**src/rtl/program_loader.sv**
```systemverilog
// program_loader: write-side master for the shared instruction RAM. Streams
// instruction words from a valid/ready source into consecutive addresses,
// optionally reads the region back and compares running sums, and holds the
// CPU fetch path off the bus while it owns the RAM.
module program_loader #(
    parameter int ADDR_WIDTH = 16,
    parameter int DATA_WIDTH = 32,
    parameter int VERIFY     = 1
) (
    input  logic                  clk,
    input  logic                  reset,
    input  logic                  start,
    input  logic [ADDR_WIDTH-1:0] base_addr,
    input  logic [ADDR_WIDTH-1:0] word_count,
    input  logic [DATA_WIDTH-1:0] in_data,
    input  logic                  in_valid,
    output logic                  in_ready,
    output logic                  mem_rw,
    output logic [ADDR_WIDTH-1:0] mem_address,
    output logic [DATA_WIDTH-1:0] mem_wdata,
    input  logic [DATA_WIDTH-1:0] mem_rdata,
    output logic                  busy,
    output logic                  cpu_hold,
    output logic                  done,
    output logic                  verify_ok,
    output logic                  error
);

    typedef enum logic [2:0] {
        ST_IDLE,
        ST_LOAD,
        ST_VERIFY,
        ST_DRAIN,
        ST_DONE
    } state_t;

    state_t                state, state_nxt;
    logic [ADDR_WIDTH-1:0] ptr, ptr_nxt;
    logic [ADDR_WIDTH-1:0] remaining, remaining_nxt;
    logic [ADDR_WIDTH-1:0] base_q, base_q_nxt;
    logic [ADDR_WIDTH-1:0] count_q, count_q_nxt;
    logic [DATA_WIDTH-1:0] sum_w, sum_w_nxt;
    logic [DATA_WIDTH-1:0] sum_r, sum_r_nxt;
    logic [DATA_WIDTH-1:0] sum_r_acc;
    // addr_rd: mem_address carries a readback address this cycle.
    // data_rd: mem_rdata carries the data for last cycle's readback address.
    logic                  addr_rd, addr_rd_nxt;
    logic                  data_rd, data_rd_nxt;
    logic                  in_ready_nxt;
    logic                  mem_rw_nxt;
    logic [ADDR_WIDTH-1:0] mem_address_nxt;
    logic [DATA_WIDTH-1:0] mem_wdata_nxt;
    logic                  verify_ok_nxt;
    logic                  error_nxt;
    logic                  last_word;

    // Read data is only folded into the sum when it belongs to a readback address.
    assign sum_r_acc = sum_r + (data_rd ? mem_rdata : '0);
    assign last_word = (remaining == ADDR_WIDTH'(1));

    // Next-state and next-output logic for the load/verify sequence.
    always_comb begin
        // NOTE: every variable gets a blocking default before the case so no
        // path leaves one unassigned; otherwise synthesis would infer a latch.
        state_nxt       = state;
        ptr_nxt         = ptr;
        remaining_nxt   = remaining;
        base_q_nxt      = base_q;
        count_q_nxt     = count_q;
        sum_w_nxt       = sum_w;
        sum_r_nxt       = sum_r;
        addr_rd_nxt     = 1'b0;
        data_rd_nxt     = addr_rd;
        in_ready_nxt    = 1'b0;
        mem_rw_nxt      = 1'b0;
        mem_address_nxt = mem_address;
        mem_wdata_nxt   = mem_wdata;
        verify_ok_nxt   = verify_ok;
        error_nxt       = error;

        case (state)
            ST_IDLE: begin
                if (start) begin
                    verify_ok_nxt = 1'b0;
                    error_nxt     = 1'b0;
                    if (word_count != '0) begin
                        state_nxt     = ST_LOAD;
                        ptr_nxt       = base_addr;
                        remaining_nxt = word_count;
                        base_q_nxt    = base_addr;
                        count_q_nxt   = word_count;
                        sum_w_nxt     = '0;
                        sum_r_nxt     = '0;
                        in_ready_nxt  = 1'b1;
                    end else begin
                        state_nxt     = ST_DONE;
                        verify_ok_nxt = 1'b1;
                    end
                end
            end

            ST_LOAD: begin
                in_ready_nxt = in_ready;
                if (in_valid && in_ready) begin
                    mem_rw_nxt      = 1'b1;
                    mem_address_nxt = ptr;
                    mem_wdata_nxt   = in_data;
                    ptr_nxt         = ptr + ADDR_WIDTH'(1);
                    remaining_nxt   = remaining - ADDR_WIDTH'(1);
                    sum_w_nxt       = sum_w + in_data;
                    if (last_word) begin
                        in_ready_nxt = 1'b0;
                        if (VERIFY != 0) begin
                            state_nxt     = ST_VERIFY;
                            ptr_nxt       = base_q;
                            remaining_nxt = count_q;
                        end else begin
                            state_nxt     = ST_DONE;
                            verify_ok_nxt = 1'b1;
                        end
                    end
                end
            end

            ST_VERIFY: begin
                sum_r_nxt = sum_r_acc;
                if (remaining != '0) begin
                    mem_address_nxt = ptr;
                    ptr_nxt         = ptr + ADDR_WIDTH'(1);
                    remaining_nxt   = remaining - ADDR_WIDTH'(1);
                    addr_rd_nxt     = 1'b1;
                end else begin
                    state_nxt = ST_DRAIN;
                end
            end

            ST_DRAIN: begin
                sum_r_nxt     = sum_r_acc;
                verify_ok_nxt = (sum_r_acc == sum_w);
                error_nxt     = (sum_r_acc != sum_w);
                state_nxt     = ST_DONE;
            end

            ST_DONE: begin
                state_nxt = ST_IDLE;
            end

            default: begin
                state_nxt = ST_IDLE;
            end
        endcase
    end

    // State and registered outputs; reset wins over any pending transfer.
    always_ff @(posedge clk) begin
        // NOTE: sequential state uses non-blocking assignments so every
        // register samples the pre-edge values regardless of statement order.
        if (reset) begin
            state       <= ST_IDLE;
            ptr         <= '0;
            remaining   <= '0;
            base_q      <= '0;
            count_q     <= '0;
            sum_w       <= '0;
            sum_r       <= '0;
            addr_rd     <= 1'b0;
            data_rd     <= 1'b0;
            in_ready    <= 1'b0;
            mem_rw      <= 1'b0;
            mem_address <= '0;
            mem_wdata   <= '0;
            busy        <= 1'b0;
            cpu_hold    <= 1'b0;
            done        <= 1'b0;
            verify_ok   <= 1'b0;
            error       <= 1'b0;
        end else begin
            state       <= state_nxt;
            ptr         <= ptr_nxt;
            remaining   <= remaining_nxt;
            base_q      <= base_q_nxt;
            count_q     <= count_q_nxt;
            sum_w       <= sum_w_nxt;
            sum_r       <= sum_r_nxt;
            addr_rd     <= addr_rd_nxt;
            data_rd     <= data_rd_nxt;
            in_ready    <= in_ready_nxt;
            mem_rw      <= mem_rw_nxt;
            mem_address <= mem_address_nxt;
            mem_wdata   <= mem_wdata_nxt;
            busy        <= (state_nxt != ST_IDLE);
            cpu_hold    <= (state_nxt != ST_IDLE);
            done        <= (state_nxt == ST_DONE);
            verify_ok   <= verify_ok_nxt;
            error       <= error_nxt;
        end
    end

endmodule

```
**config.mk**
```make
export PLATFORM = sky130hd
export DESIGN_NAME = program_loader
export DESIGN_NICKNAME = d
export VERILOG_FILES = /design/src/rtl/program_loader.sv
export SDC_FILE = /design/constraint.sdc
export NUM_CORES = 1
export LEC_CHECK = 0
export CORE_UTILIZATION = 39
export CTS_BUF_LIST = sky130_fd_sc_hd__clkbuf_4
export DETAILED_ROUTE_END_ITERATION = 8
export SYNTH_ARGS = -nofsm -noshare
export SYNTH_HDL_FRONTEND = slang
export SYNTH_SLANG_ARGS = --single-unit
```
**constraint.sdc**
```tcl
create_clock -name clk -period 11.8 [get_ports clk]
set_clock_uncertainty 0.2 [all_clocks]
set_input_delay 1.18 -clock clk [delete_from_list [all_inputs] [get_ports clk]]
set_output_delay 1.18 -clock clk [all_outputs]
set_load 0.02 [all_outputs]
```
Yosys cells after proc, flatten, opt, wreduce, memory -nomap -nowiden --
Index checks and enable logic that the tools add are counted.
Word-level totals: bits in registers 187, output and inout port bits 55, bits of input ports 100, word-level logic and storage cells 95
Cells by class: reduce and logical (&&, ||, !) cells 21, equality and inequality tests 12, add/subtract/negate cells 4, mux-type cells 39, bitwise gates (word level) 2
Operators with widths (count):
- two-way mux 16 bit | 12
- two-way mux 32 bit | 4
- case mux 32 bit (2 select lines) | 2
- case mux 16 bit (3 select lines) | 2
- adder 32 bit | 2
- == test 32 bit | 1
- inequality test 32 bit | 1
- case mux 16 bit (2 select lines) | 1
- nonzero test 16 bit | 2
- adder 16 x 1 -> 16 bit, second input constant | 1
- == test 16 x 1 -> 1 bit, second input constant | 1
- subtractor 16 x 1 -> 16 bit, second input constant | 1
- two-way mux 3 bit | 5
- case mux 3 bit (4 select lines) | 1
- inequality test 2 bit, second input constant | 5
- two-way mux 1 bit | 9
- AND reduction 3 bit | 3
- nonzero test 2 bit | 4
- == test 3 x 2 -> 1 bit, second input constant | 2
- case mux 1 bit (2 select lines) | 3
- AND reduction 2 bit | 3
- nonzero test 3 bit | 2
- OR reduction 2 bit | 3
- AND reduction 5 bit | 1
- other kinds (6) | 7

Depth between registers and ports, before layout --
word-level depth 5, mapped depth 15

Worst setup path before layout --
OpenSTA, ideal clock, no wires.
path type input -> register, start in mem_rdata[0], end reg error, data required time 11480 ps, stages on the path 14, arrival 4168 ps, path slack 7312 ps, cell sequence and2_1 > ha_1 > inv_1 > fa_1 > nand2b_1 > a2111oi_4 > o31ai_2 > a211oi_1 > o21ai_0 > a211oi_1 > xor2_1 > nor4_1 > nand4_1 > o31a_1
Between the ends: word-level cells in the longest chain between the ends 4
Ends and longest elaborated chain:
- from (decl) | RTL line 21 | input logic [DATA_WIDTH-1:0] mem_rdata,
- two-way mux 32 bit | RTL line 58 | assign sum_r_acc = sum_r + (data_rd ? mem_rdata : '0);
- adder 32 bit | RTL line 58
- inequality test 32 bit | RTL line 140 | error_nxt = (sum_r_acc != sum_w);
- case mux 1 bit (2 select lines) | RTL line 81 | case (state)
- to (signal assigned) | RTL line 195 | error <= error_nxt;
- to (decl) | RTL line 26 | output logic error
No other way between the ends. A chain may end at the register's enable or synchronous reset.

Worst setup path in the final report --
Same ends and word-level chain as after synthesis.

==> flow_summary.toml <==
[drt]
vias_per_cell = 5.70
drt-wirelength-per-cell_um = 17.7
postRouteAntennaNets = 0
drt_wl_total_mm = 37.4
drcViolationCount = 0
initialDrtViolationCount = 794
vias = 12000
firstDrtPassIters = 6

[clock_tree]
ctsHoldBuffers = 0
cts_tree = "done"
clock_sinks = 187
cts_root_buffer = "clkbuf_4"
post_cts_resized = 0
path_clk_slew_ns = 0.17
h-tree-depth = 4
clockBufferDepth = 2
postCtsSetupRepairBufs = 0
numCtsBuffers = 17
clock_latency_ns = 0.64

[global_route]
grt_first_pass_wirelength_mm = 60.3
antenna_found_initial = 2
grt.overflow.total = 0
grt_pass1_vias = 11500
grt_max_degree = 92
grt_usage_pct = 24.2

[floorplanning]
io_pins = 155
die-height_um = 177
initial_core_util_pct = 40.1
fp.coreArea_sq_mm = 0.0299
row_count = 63
die-area_sq_mm = 0.0314
fp.dieW_um = 177

[sta]
slew_violations = 0
rsz0062_at_grt = "no"
setup_viol = 0
relSlewSlack_pct = 17.6
fmax_ghz = 0.211
fin_crit_sh_pct = 40.2
hold_violations = 0
min_period_ns = 4.75
fin_tns_setup_ns = 0
worst_pin_slew_ns = 1.24

[worst_hold_path]
min_to = "data_rd"
hp-class = "reg2reg"
whs_path_depth = 1
worstHoldStart = "addr_rd"

[layout]
layout-drive-gt1-share_pct = 4.09
final_cells = 2105
seqCellArea_sq_mm = 0.00374
multi_input_area_sq_mm = 0.00779
nFillCells = 3078
utilization_pct = 47.0
fin_nets = 1867
syn2layout_area_growth_pct = 17.3

[power]
powerDensity_mw_per_mm2 = 91.3
p_leak_nw = 5.33
vdd_drop_max_uv = 71.9

[place]
portBuffers = 154
placed_cells = 2071
place_hpwl_mm = 27.2
gp_congestion = 0.931

[synthesis]
synthTopCellsByArea = "dfxtp_1 31%, a21oi_1 9.4%, nand2_1 8.8%"
ys_seq_elements = 187
avgSynthCellArea_sq_um = 7.41
synth_edf_count = 0
ys_warn_count = 0
synth.most_common_cell = "nand2_1"
yosys-top-cells-count = "279 x nand2_1, 225 x a21oi_1, 187 x dfxtp_1"
synthesis.nets = 1782
ys_types = 79
synth_top_area_share_pct = 31.3
ys_async_sr_fraction_pct = 0
yosys.area.top_type = "dfxtp_1"
ys_seq_area_share_pct = 31.3
dominantRegCellSynth = "dfxtp_1"
mappedNetlistArea_sq_mm = 0.0120
synthCells = 1615

[critical_path]
rrSetupSlack_ns = 7.34
r2r_end = "error"
r2r-start = "data_rd"
reg2reg_depth = 15
path_max_fanout = 5
cp.required_ns = 12.12
endpoint_kind = "flop"
start_kind = "input port"
path_class = "in2reg"
crit_arrival_ns = 5.07

[run]
maxCapViolations = 0

[run_status]
status = "finished, final reports clean"
-- state kept, by name, summed over array words and instances, names as in the netlist --
register / flops
mem_wdata: 32
sum_r: 32
sum_w: 32
base_q: 16
count_q: 16
mem_address: 16
ptr: 16
remaining: 16
state: 3
addr_rd: 1
cpu_hold: 1
data_rd: 1
done: 1
error: 1
in_ready: 1
mem_rw: 1
verify_ok: 1
-- stage by stage --
| stage | power, W | hold slack [ns] | instance area, sq um | worst slack, ns |
|---|---|---|---|---|
| floorplan | 0.000826 | 0.214 | 12000 | 7.31 |
| global route | 0.00135 | 0.274 | 14000 | 6.70 |
| global placement | 0.000914 | 0.223 | 13700 | 6.46 |
| detailed placement | 0.000917 | 0.226 | 13700 | 6.42 |
| CTS | 0.00130 | 0.260 | 14000 | 7.09 |
| finish | 0.00128 | 0.258 | 14000 | 7.05 |
-- where the power goes --
group | internal [W] | leakage (nW) | switching [W]
registers | 0.000656 | 1.52 | 0.0000226
logic | 0.0000962 | 3.66 | 0.000128
clock network | 0.0000990 | 0.155 | 0.000279
total | 0.000851 | 5.33 | 0.000429
-- worst max-delay path, stage by stage --
cell and delay [ns]:
clkdlybuf4s50_1 0.45, and2_1 0.12, ha_1 0.20, inv_1 0.07
fa_1 0.39, nand2b_1 0.24, a2111oi_4 0.47, o31ai_2 0.22
a211oi_1 0.39, o21ai_0 0.14, a211oi_1 0.31, xor2_1 0.11
nor4_1 0.28, nand4_1 0.18, o31a_1 0.31
-- cell type report --
type	instances	area share, %
sequential	187	26.7
inverter	20	0.535
multi-input combinational	1307	55.5
tap	390	3.48
timing repair buffer	167	11.7
clock buffer	17	0.909
antenna	2	0.0357
clock inverter	15	1.23
-- logic make-up after synthesis --
| logic type | Yosys count | synth area share [%] |
|---|---|---|
| fa+ha+maj | 67 | 7.13 |
| simple gates | 658 | 25.3 |
| xor+xnor | 83 | 6.44 |
| flops | 187 | 31.3 |
| compound gates | 493 | 25.5 |
| mux | 6 | 0.502 |
| buf+inv | 121 | 3.88 |
-- worst max path at each step --
stage,from,cells after the start,slack (ns),end
finish,mem_rdata[0],15,7.05,error
global route,mem_rdata[0],15,6.70,error
floorplan,mem_rdata[0],14,7.31,error
CTS,mem_rdata[0],15,7.09,error
global placement,mem_rdata[0],15,6.46,error
detailed placement,mem_rdata[0],15,6.42,error
-- routing by layer --
layer	share of wire, %	global-route usage, %	vias up
li1	-	-	5973
met1	44	29.9	5693
met2	50	43.2	301
met3	3.7	2.86	39
met4	2.0	7.51	0
met5	0	0	-
-- cell usage in the layout (no fill, tap or decap), types with 6 or more instances in the layout --
cell             netlist  routed
a211oi_1              13      13
a21o_1                21      21
a21oi_1              225     224
a221oi_1              10      10
a22oi_1               15      15
a31oi_1               25      25
and2_1                37      37
and3_1                16      16
buf_4                  1      14
clkbuf_4               0      17
clkdlybuf4s50_1        0     153
dfxtp_1              187     187
ha_1                  65      65
inv_1                 20      20
mux2i_1                6       6
nand2_1              279     278
nand2b_1              10      10
nand3_1               60      59
nand3b_1               9       9
nand4_1               20      20
nor2_1               127     125
nor2b_1               10      10
nor3_1                42      42
nor3b_1                8       8
nor4_1                14      14
o211ai_1              12      12
o21a_1                11      11
o21ai_0               56      56
o21ai_1               27      27
o21bai_1               6       6
o31ai_1                7       7
or3_1                  8       8
xnor2_1               33      33
xor2_1                47      47
Power figures use the tool's default switching activity.
==> edit 1: new RTL, same settings <==
The parameter `ADDR_WIDTH` goes from 16 to 17.
--- a/src/rtl/program_loader.sv
+++ b/src/rtl/program_loader.sv
@@ -5,3 +5,3 @@
 module program_loader #(
-    parameter int ADDR_WIDTH = 16,
+    parameter int ADDR_WIDTH = 17,
     parameter int DATA_WIDTH = 32,
Interface: changed (resized base_addr, mem_address and word_count); port bits go from 155 to 158. The function was not compared with the original's and may differ.
==> edit 1 against the original RTL <==
- sequential cell count is 5 higher
- utilization is 0.15 points lower
- clock power is 1% higher
- global-route usage is 1.1 points lower
- worst setup slack worse by 0.22 ns
- synthesized area is 3.6% higher
- cell area is 3.1% higher
- routed wire length is 0.90% higher
- total power is 1.9% higher
- via count is 0.92% higher
- critical endpoint unchanged
- highest routed layer unchanged
==> edit 1: results (changes against the original RTL) <==
Outcome
  • Run status: complete, no violations

Pwr
  • Leakage power: 5.63 nW (+5.7%)
  • Cell Int Power: 0.000888 W (+4.3%)
  • Max VDD drop: 0.0631 mV (-12%)

GRT
  • Initial antenna violation count: 3 (+1)
  • Largest net degree at the start of global routing: 111 (+21%)
  • Gr usage total: 23.1% (-1.1 points)
  • Vias in the first global route: 11,102 (-3.3%)
  • First-pass GRT wire length: 60,800 um (+0.84%)

Yosys
  • Synthesized-area fraction occupied by adder cells: 6.97% (-0.16 points)
  • Avg Cell Area, Syn: 7.66 sq um (+3.3%)
  • Mux cell area share after synthesis: 1.95% (+1.4 points)
  • Netlist cell types: 83 (+5.1%)
  • Sequential area share after synthesis: 31.0% (-0.28 points)
  • Commonest cells in the netlist: nand2_1, dfxtp_1, nor2_1
  • Syn Nets: 1,788 (+0.34%)
  • Post-Synth XOR/XNOR Area: 6.59% (+0.15 points)
  • Compound-Gate Fraction of Synth Area: 25.1% (-0.35 points)
  • Area contributors post-synth: dfxtp_1, a21oi_1, nand2_1, ha_1, nor2_1

Placed design
  • Placed cell count: 2,074 (+0.14%)
  • DP HPWL: 27,100 um (-0.23%)
  • Placed inst area: 14,200 sq um (+3.1%)
  • Post-Place Worst Slack: 6.23 ns (-0.195 ns)
  • GP Congestion: 0.912 (-2.0%)
  • Port-buffer cells: 157 (+1.9%)

Setup path
  • Flop2flop setup slack: 7.10 ns (-0.24 ns)
  • Critical Path Start: mem_rdata[0]
  • Delay-heaviest family, CP: simple AND/OR/NAND/NOR gates
  • Worst path slowest cell: or4_4
  • Critical path fanouts, max: 7 (+2)
  • Worst endpoint data arrival time: 5.32 ns (+0.25 ns)
  • Crit-path max cell delay: 0.57 ns (+0.10 ns)

Routing
  • Initial drt markers: 1,137 (+43%)
  • Drt first pass iters: 5 (-1)
  • Routed vias: 12,116 (+0.92%)
  • Drt total wl: 37,700 um (+0.90%)
  • Avg WL per Cell: 17.9 um (+0.66%)

Timing
  • Final Slew Violations: 0 (unchanged)
  • Worst Hold Slack: 0.248 ns (-0.00916 ns)
  • Clock period minus worst slack: 4.97 ns (+0.222 ns)

Cells and area
  • Final core occ: 46.8% (-0.15 points)
  • Nets: 1,866 (-0.054%)
  • Proportion of layout cells with a drive suffix above 1: 4.33% (+0.24 points)

Clock network
  • Clk_lat worst skew: 0.66 ns (+0.02 ns)
## edit 1: cell type report
| class | instances | area, sq um |
|---|---|---|
| well taps | 396 | 495 |
| clock inverters | 15 | 179 |
| diodes | 4 | 10.0 |
| clock buffers | 17 | 128 |
| inverters | 26 | 97.6 |
| multi-input cells | 1292 | 8070 |
| flip-flops and latches | 192 | 3840 |
| fillers | 3090 | 16400 |
| repair buffers | 168 | 1660 |
## edit 1: power groups by stage
stage	Sequential [W]	Combinational (W)	Clock, W
finish	0.000693	0.000231	0.000382
global route	0.000697	0.000254	0.000422
CTS	0.000692	0.000231	0.000397
detailed placement	0.000706	0.000230	0
global placement	0.000706	0.000227	0
floorplan	0.000704	0.000141	0
## edit 1: metal layers
metal  GRT usage, %  wire length [um]
met5              0                 0
met4           5.33               449
met3           3.96              2250
met2           33.1             15500
met1           35.4             19500
==> edit 2: new RTL, same flow settings <==
Without the edit above. Put one more register stage on the output `error`, cleared by the reset. The value now appears one clock later. The other outputs are not delayed to match.
--- a/src/rtl/program_loader.sv
+++ b/src/rtl/program_loader.sv
@@ -36,2 +36,4 @@
 
+    logic error_s0;
+
     state_t                state, state_nxt;
@@ -78,3 +80,3 @@
         verify_ok_nxt   = verify_ok;
-        error_nxt       = error;
+        error_nxt       = error_s0;
 
@@ -175,3 +177,3 @@
             verify_ok   <= 1'b0;
-            error       <= 1'b0;
+            error_s0    <= 1'b0;
         end else begin
@@ -194,3 +196,3 @@
             verify_ok   <= verify_ok_nxt;
-            error       <= error_nxt;
+            error_s0    <= error_nxt;
         end
@@ -198,2 +200,10 @@
 
+    always_ff @(posedge clk) begin
+        if (reset) begin
+            error <= '0;
+        end else begin
+            error <= error_s0;
+        end
+    end
+
 endmodule
Function: changed (Yosys sat finds a counterexample within 10 cycles, from zero or initial values and one cycle with reset high).
==> edit 2 against the original RTL <==
- the flow now finishes with violations (design-rule violations)
- hold slack worse by 0.0016 ns
- fmax decreased by 6.8%
- cell area increased by 2.0%
- sequential cell count grew 1
- routed wire length grew 1.3%
- synthesized area rose by 2.8%
- largest cell class unchanged
- worst setup slack got worse by 0.34 ns
- total power increased by 3.5%
==> edit 2: results (changes against the original RTL) <==
Yosys
  • Compound-Gate Fraction of Synth Area: 25.6% (+0.17 points)
  • Sequential area share after synthesis: 30.6% (-0.68 points)
  • Avg Cell Area, Syn: 7.55 sq um (+1.8%)
  • Post-Synth XOR/XNOR Area: 6.30% (-0.14 points)
  • Synthesized-area fraction occupied by adder cells: 6.94% (-0.19 points)
  • Netlist cell types: 87 (+10%)
  • Syn Nets: 1,797 (+0.84%)
  • Synthesized instance count: 1,630 (+0.93%)
  • Mux cell area share after synthesis: 0.417% (-0.085 points)
  • Area contributors post-synth: dfxtp_1, nand2_1, a21oi_1, ha_1, nor2_1
  • Commonest cells in the netlist: nand2_1, a21oi_1, dfxtp_1

Cells and area
  • Filler cells: 3,134 (+1.8%)
  • Proportion of layout cells with a drive suffix above 1: 4.11% (+0.027 points)
  • Plain + repair buffers: 166 (-0.60%)
  • Register area: 3760 sq um (+0.53%)
  • Layout Cells excl Fill: 2,123 (+0.86%)
  • Multi-input logic area: 8030 sq um (+3.1%)
  • Clock buffer cells: 18 (+1)
  • Seq Cell Count: 188 (+0.53%)
  • Logic inverters: 24 (+20%)
  • Nets: 1,880 (+0.70%)
  • Non-clk buf share: 11.4% (-0.25 points)
  • Clock buf/inv share: 2.12% (-0.024 points)
  • Multi-input gates: 1,316 (+0.69%)
  • # diodes: 1 (-1)

Setup path
  • Worst path slowest cell: o41ai_1
  • Crit-path max cell delay: 0.79 ns (+0.32 ns)
  • Reg-to-reg endpoint: error_s0
  • Reg2reg start: data_rd
  • Worst endpoint data arrival time: 5.40 ns (+0.33 ns)
  • Critical path fanouts, max: 4 (-1)
  • R2r worst-path depth: 14 (-1)
  • Flop2flop setup slack: 6.71 ns (-0.63 ns)

Placed design
  • GP Congestion: 0.917 (-1.5%)
  • Port-buffer cells: 154 (unchanged)
  • DP HPWL: 27,300 um (+0.19%)
  • Post-Place Worst Slack: 6.19 ns (-0.237 ns)
  • Placed inst area: 14,000 sq um (+2.0%)

Clock network
  • Post-CTS Setup Bufs: 0 (unchanged)
  • Clk_lat worst skew: 0.61 ns (-0.03 ns)
  • Root buffer cell: clkbuf_4

Outcome
  • Failing checks: design-rule violations
  • Run status: finished with violations

Routing
  • Routed vias: 12,026 (+0.17%)
  • Residual DRC: 9 (+9)
  • Drt first pass iters: 9 (+3)
  • Avg WL per Cell: 17.8 um (+0.40%)
  • Initial drt markers: 915 (+15%)

GRT
  • Vias in the first global route: 11,202 (-2.4%)
  • Initial antenna violation count: 1 (-1)
  • Gr usage total: 22.8% (-1.3 points)
  • First-pass GRT wire length: 59,600 um (-1.3%)
  • Largest net degree at the start of global routing: 97 (+5.4%)

Timing
  • Slew @ Worst Pin: 1.20 ns (-0.0386 ns)
  • F_max: 0.196 GHz (-6.8%)

Pwr
  • Max VDD drop: 0.0619 mV (-14%)
==> edit 2: logic make-up after synthesis <==
kind of cell    Yosys count
xor+xnor                 77
fa+ha+maj                67
flops                   188
mux                       5
compound gates          496
simple gates            671
buf+inv                 126
==> edit 2: routing by layer <==
layer | GRT usage, % | up-vias | wire [um]
met5 | 0 | - | 0
met4 | 6.86 | 0 | 828
met3 | 3.30 | 40 | 1650
met2 | 39.1 | 304 | 18000
met1 | 29.5 | 5652 | 17300
li1 | - | 6030 | -
==> edit 2: where the power goes <==
group	leakage [nW]	total, W	internal, W	switching, W
combinational	3.74	0.000249	0.000109	0.000141
clock	0.156	0.000391	0.000150	0.000241
sequential	1.53	0.000685	0.000659	0.0000261
total	5.42	0.00133	0.000918	0.000408
==> edit 2: stage by stage <==
step	utilization [%]	hold WS [ns]
2_1_floorplan	-	0.214
3_3_place_gp	45.4	0.227
3_5_place_dp	45.4	0.225
4_1_cts	46.4	0.258
5_1_grt	46.4	0.278
6_report	46.4	0.256
